**src/rtl/dmem_arbiter_pkg.sv**
```systemverilog
// Shared constants for the data-memory arbiter, the caches and the memory model.
package dmem_arbiter_pkg;

    localparam int ADDR_W_DEF = 32;
    localparam int LINE_W_DEF = 256;

    localparam logic PORT_D = 1'b0;
    localparam logic PORT_I = 1'b1;

    typedef enum logic [1:0] {
        ARB_IDLE = 2'd0,
        ARB_BUSY = 2'd1,
        ARB_DONE = 2'd2
    } arb_state_t;

endpackage

```
**src/rtl/dmem_arbiter_pick2.sv**
```systemverilog
// Combinational 2-way winner select.
// DMEM_ARB_RR_EN: alternate on ties using last_grant; otherwise port 0 always wins.
module arb_pick2
    import dmem_arbiter_pkg::*;
(
    input  logic [1:0] req,
    input  logic       last_grant,
    output logic       grant
);

`ifdef DMEM_ARB_RR_EN
    always_comb begin
        if (req == 2'b11) begin
            grant = ~last_grant;
        end else begin
            grant = req[0] ? PORT_D : PORT_I;
        end
    end
`else
    logic unused_last_grant;
    assign unused_last_grant = last_grant;

    always_comb begin
        grant = req[0] ? PORT_D : PORT_I;
    end
`endif

endmodule

```
**src/rtl/dmem_arbiter.sv**
```systemverilog
// Two-port arbiter sharing the line-wide data memory between D-cache (port 0) and I-cache (port 1).
// Tie-break policy selected by DMEM_ARB_RR_EN (see arb_pick2).
module dmem_arbiter
    import dmem_arbiter_pkg::*;
#(
    parameter int ADDR_W = ADDR_W_DEF,
    parameter int LINE_W = LINE_W_DEF
) (
    input  logic              clk_i,
    input  logic              rst_i,

    input  logic              m0_req_i,
    input  logic              m0_write_i,
    input  logic [ADDR_W-1:0] m0_addr_i,
    input  logic [LINE_W-1:0] m0_data_i,
    output logic              m0_ack_o,
    output logic [LINE_W-1:0] m0_data_o,

    input  logic              m1_req_i,
    input  logic              m1_write_i,
    input  logic [ADDR_W-1:0] m1_addr_i,
    input  logic [LINE_W-1:0] m1_data_i,
    output logic              m1_ack_o,
    output logic [LINE_W-1:0] m1_data_o,

    output logic              mem_enable_o,
    output logic              mem_write_o,
    output logic [ADDR_W-1:0] mem_addr_o,
    output logic [LINE_W-1:0] mem_data_o,
    input  logic              mem_ack_i,
    input  logic [LINE_W-1:0] mem_data_i,

    output logic              busy_o
);

    arb_state_t        state_q, state_d;
    logic              owner_q, owner_d;
    logic              last_q, last_d;
    logic              write_q, write_d;
    logic [ADDR_W-1:0] addr_q, addr_d;
    logic [LINE_W-1:0] wdata_q, wdata_d;
    logic [LINE_W-1:0] rdata0_q, rdata0_d;
    logic [LINE_W-1:0] rdata1_q, rdata1_d;
    logic              win;

    arb_pick2 u_pick (
        .req        ({m1_req_i, m0_req_i}),
        .last_grant (last_q),
        .grant      (win)
    );

    always_ff @(posedge clk_i) begin
        if (rst_i) begin
            state_q  <= ARB_IDLE;
            owner_q  <= PORT_D;
            last_q   <= PORT_I;
            write_q  <= 1'b0;
            addr_q   <= '0;
            wdata_q  <= '0;
            rdata0_q <= '0;
            rdata1_q <= '0;
        end else begin
            state_q  <= state_d;
            owner_q  <= owner_d;
            last_q   <= last_d;
            write_q  <= write_d;
            addr_q   <= addr_d;
            wdata_q  <= wdata_d;
            rdata0_q <= rdata0_d;
            rdata1_q <= rdata1_d;
        end
    end

    always_comb begin
        state_d  = state_q;
        owner_d  = owner_q;
        last_d   = last_q;
        write_d  = write_q;
        addr_d   = addr_q;
        wdata_d  = wdata_q;
        rdata0_d = rdata0_q;
        rdata1_d = rdata1_q;

        case (state_q)
            ARB_IDLE: begin
                if (m0_req_i || m1_req_i) begin
                    state_d = ARB_BUSY;
                    owner_d = win;
                    last_d  = win;
                    if (win == PORT_I) begin
                        write_d = m1_write_i;
                        addr_d  = m1_addr_i;
                        wdata_d = m1_data_i;
                    end else begin
                        write_d = m0_write_i;
                        addr_d  = m0_addr_i;
                        wdata_d = m0_data_i;
                    end
                end
            end
            ARB_BUSY: begin
                if (mem_ack_i) begin
                    state_d = ARB_DONE;
                    // Read lines land only in the owner's register; writes leave both untouched.
                    if (!write_q) begin
                        if (owner_q == PORT_I) begin
                            rdata1_d = mem_data_i;
                        end else begin
                            rdata0_d = mem_data_i;
                        end
                    end
                end
            end
            ARB_DONE: begin
                state_d = ARB_IDLE;
            end
            default: begin
                state_d = ARB_IDLE;
            end
        endcase
    end

    // Enable and acks decode straight from registered state, so they stay glitch-free.
    assign mem_enable_o = (state_q == ARB_BUSY);
    assign mem_write_o  = write_q;
    assign mem_addr_o   = addr_q;
    assign mem_data_o   = wdata_q;
    assign m0_ack_o     = (state_q == ARB_DONE) && (owner_q == PORT_D);
    assign m1_ack_o     = (state_q == ARB_DONE) && (owner_q == PORT_I);
    assign m0_data_o    = rdata0_q;
    assign m1_data_o    = rdata1_q;
    assign busy_o       = (state_q != ARB_IDLE);

endmodule

```
**config.mk**
```make
export PLATFORM = sky130hd
export DESIGN_NAME = dmem_arbiter
export DESIGN_NICKNAME = d
export VERILOG_FILES = /design/src/rtl/dmem_arbiter_pkg.sv /design/src/rtl/dmem_arbiter_pick2.sv /design/src/rtl/dmem_arbiter.sv
export SDC_FILE = /design/constraint.sdc
export NUM_CORES = 2
export LEC_CHECK = 0
export BUFFER_PORTS_ARGS = -buffer_cell sky130_fd_sc_hd__buf_2
export CAP_MARGIN = 20
export CORE_AREA = 2 2 640 642
export DETAILED_ROUTE_END_ITERATION = 8
export DIE_AREA = 0 0 642 644
export PLACE_DENSITY = 0.3
export SYNTH_ARGS = -nofsm -noshare
export SYNTH_HDL_FRONTEND = slang
export SYNTH_SLANG_ARGS = --single-unit
```
**constraint.sdc**
```tcl
create_clock -name clk_i -period 1.95 [get_ports clk_i]
set_input_delay 0.585 -clock clk_i [delete_from_list [all_inputs] [get_ports clk_i]]
set_output_delay 0.585 -clock clk_i [all_outputs]
set_load 0.05 [all_outputs]
```
==> results.sh <==
export IMPL_status="complete, but fails checks"
export IMPL_violations="setup timing"
export IMPL_clkSinkCount=804
export IMPL_synth_warnings=0
export IMPL_wl_per_cell_um=25.43
export IMPL_relSlewSlack_pct=60.34
export IMPL_drt_first_pass_iters=5
export IMPL_critPathCaptureType="primary output"
export IMPL_synth_edff_count=0
export IMPL_ys_flop_type="dfxtp_1"
export IMPL_worst_r2r_path_depth=7
export IMPL_synth_xor_area_share_pct=0
export IMPL_synth_area_um2=35170
export IMPL_fin_crit_sh_pct=115.3
export IMPL_slew_viol_final=0
export IMPL_nets=6328
export IMPL_die_area_um2=413400
export IMPL_drc=0
export IMPL_met1_length_mm=117.0
export IMPL_track_usage_pct=12.95
export IMPL_syn_area_per_cell_um2=10.76
export IMPL_die_y_um=644
export IMPL_p_leak_nw=29.65
export IMPL_synth_fa_ha_area_share_pct=0
export IMPL_totalWireLength_mm=281.4
export IMPL_area_growth_pct=101.6
export IMPL_final_layout_size_suffix_gt1_share_pct=61.49
export IMPL_row_count=235
export IMPL_worstSetupPathType="register to primary output"
export IMPL_ys_seq_elements=804
export IMPL_cts_made_buffers=116
export IMPL_dr_wl_met3_mm=22.28
export IMPL_p_sw_w=0.01891
export IMPL_async_flop_share_pct=0
export IMPL_worst_setup_path_start_kind="register"
export IMPL_critPathArrivalTime_ns=1.66
export IMPL_worstPathMaxFanout=5
export IMPL_vias=34256
export IMPL_grt_overflow=0
export IMPL_antenna_found_initial=152
export IMPL_cts_tree="done"
export IMPL_min_path_cells=3
export IMPL_dp_final_hpwl_mm=237.1
export IMPL_clk_latency_ns=0.88
export IMPL_start_util_pct=8.631
export IMPL_h_tree_depth=3
export IMPL_drt_initial_drc_count=1645
export IMPL_clkPwrFrac_pct=38.6
export IMPL_synthSimpleGateAreaFrac_pct=13.88
export IMPL_antenna_left=0
export IMPL_hold_path_class="input port to register"
export IMPL_vias_per_cell=3.095
export IMPL_wl_met2_mm=134.6
export IMPL_combPwrFrac_pct=27.7
export IMPL_ys_seq_area_share_pct=45.76
export IMPL_cts_buffer_depth=4
export IMPL_grt_max_degree=85
export IMPL_max_freq_ghz=0.4447
export IMPL_synth_top_family_by_area="multiplexers"
export IMPL_synth_distinct_cells=23
export IMPL_first_global_vias=35630
export IMPL_numPortBuffers=1643
export IMPL_fin_ws_ns=-0.2985
export IMPL_fin_worst_skew_ns=0.05881
export IMPL_p_sw_share_pct=33.96
export IMPL_power_density_nw_per_um2=785.6
export IMPL_min_period_ns=2.249
export IMPL_io_pins=1644
export IMPL_routed_top_layer="met5"
export IMPL_place_gp_congestion=0.9141
export IMPL_internal_power_w=0.03679
export IMPL_syn_nets=4109
export IMPL_rsz0062_at_grt="true"
export IMPL_fin_util_pct=17.40
export IMPL_die_x_um=642
export IMPL_peakVddDrop_mv=0.7697
export IMPL_cp_required_ns=1.36
export IMPL_synth_compound_area_share_pct=13.32
export IMPL_cts_reportedPaths_clkPinSlew_ns=0.06
export IMPL_cts_root_buf="clkbuf_16"
export IMPL_core_um2=407500
export IMPL_syn_inst=3270
export IMPL_place_ws_ns=-0.3610
export IMPL_finalSetupViolCount=294
export IMPL_share_seq_of_total_power_pct=33.7
export IMPL_grt_pass1_wl_mm=359.5
export IMPL_hold_viol=0
export IMPL_worst_slew_pin_slew_ns=0.5784
export IMPL_yosys_mux_area_fraction_pct=22.79
export IMPL_max_cap_violations=0
registers in the layout (all words and copies together) (netlist names):
| name | count |
|---|---|
| mem_data_o | 256 |
| m0_data_o | 256 |
| owner_q | 1 |
| state_q | 2 |
| mem_write_o | 1 |
| m1_data_o | 256 |
| mem_addr_o | 32 |
area by class of cell:
type                       count  area [µm²]
multi-input combinational   2161       17620
tap                         5451        6820
fill                       45325      336600
clock buffer                 173        3388
sequential                   804       17410
inverter                       2       7.507
clock inverter                34       385.4
timing repair buffer        2404       25180
antenna                       38       95.09
kinds of logic (layout without fill, tap and decap cells):
family          after synthesis  count (layout)
mux                         801             801
buf+inv                     305            2613
compound gates              581             581
flops                       804             804
other cells                   0              38
simple gates                779             779
metal layers:
metal | GRT usage (%) | vias up
li1 | - | 15921
met1 | 15.50 | 16596
met2 | 22.18 | 1331
met3 | 4.429 | 378
met4 | 2.914 | 30
met5 | 0 | -
power groups by stage:
stage,Combinational [W],Sequential [W],Clock [W]
CTS,0.0154,0.0188,0.0226
finish,0.0154,0.0188,0.0215
global route,0.0161,0.0189,0.0230
detailed placement,0.0125,0.0185,0
floorplan,0.00354,0.0217,0
global placement,0.0124,0.0185,0
placed cells by master, fill, tap and decap left out, drive strengths merged, types with 10 or more instances in the layout:
cell | Yosys | layout
diode | 0 | 38
dlygate4sd3 | 0 | 172
clkbuf | 147 | 182
mux2i | 801 | 801
clkinv | 0 | 16
buf | 156 | 2222
inv | 2 | 10
a211oi | 290 | 290
a21oi | 290 | 290
nand2b | 768 | 768
dfxtp | 804 | 804
repair_timing:
action | 4_1_cts | 5_1_grt
gates cloned | 3 | 10
hold endpoints to repair | 325 | 0
endpoints found under the setup margin | 1098 | 1144
hold buffers | 173 | 0
resized for setup | 3526 | 91
pin swaps | 4 | 4
setup buffers | 154 | 123
Yosys cell counts (all sizes together) (2+ instances only):
cell | n | area share, %
dfxtp | 804 | 46
mux2i | 801 | 23
buf | 156 | 2.7
clkbuf | 147 | 1.6
nor2 | 3 | 0.039
a21oi | 290 | 4.1
a211oi | 290 | 9.2
inv | 2 | 0.021
nand2b | 768 | 14
worst max-delay path, stage by stage (launching register included):
cell and delay, ns:
dfxtp_4 0.37, and3b_2 0.31, buf_12 0.16
path summary, 6_finish.rpt:
kind | startpoint | end | slack (ns)
worst max-delay path | state_q[0] | m1_ack_o | -0.30
worst min register to register | m0_data_o[216] | m0_data_o[216] | 0.48
worst max register to register | state_q[1] | m1_data_o[208] | 0.07
worst min-delay path | mem_data_i[202] | m0_data_o[202] | 0.09
per-stage QoR:
| stage | cells | hold WS [ns] | setup TNS (ns) | total power (W) | instance area (µm²) |
|---|---|---|---|---|---|
| after floorplan | 3270 | 0.5318 | 0 | 0.02519 | 35180 |
| after global placement | 10359 | 0.4534 | -106.48 | 0.03096 | 52060 |
| after detailed placement | 10359 | 0.4565 | -113.75 | 0.03099 | 52060 |
| after CTS | 10896 | 0.001573 | -97.58 | 0.05685 | 69320 |
| after global routing | 11046 | 0.02782 | -74.74 | 0.05806 | 70850 |
| final | 11067 | 0.08787 | -5.184 | 0.05570 | 70910 |
No activity file was read; power rests on OpenSTA's default activity.
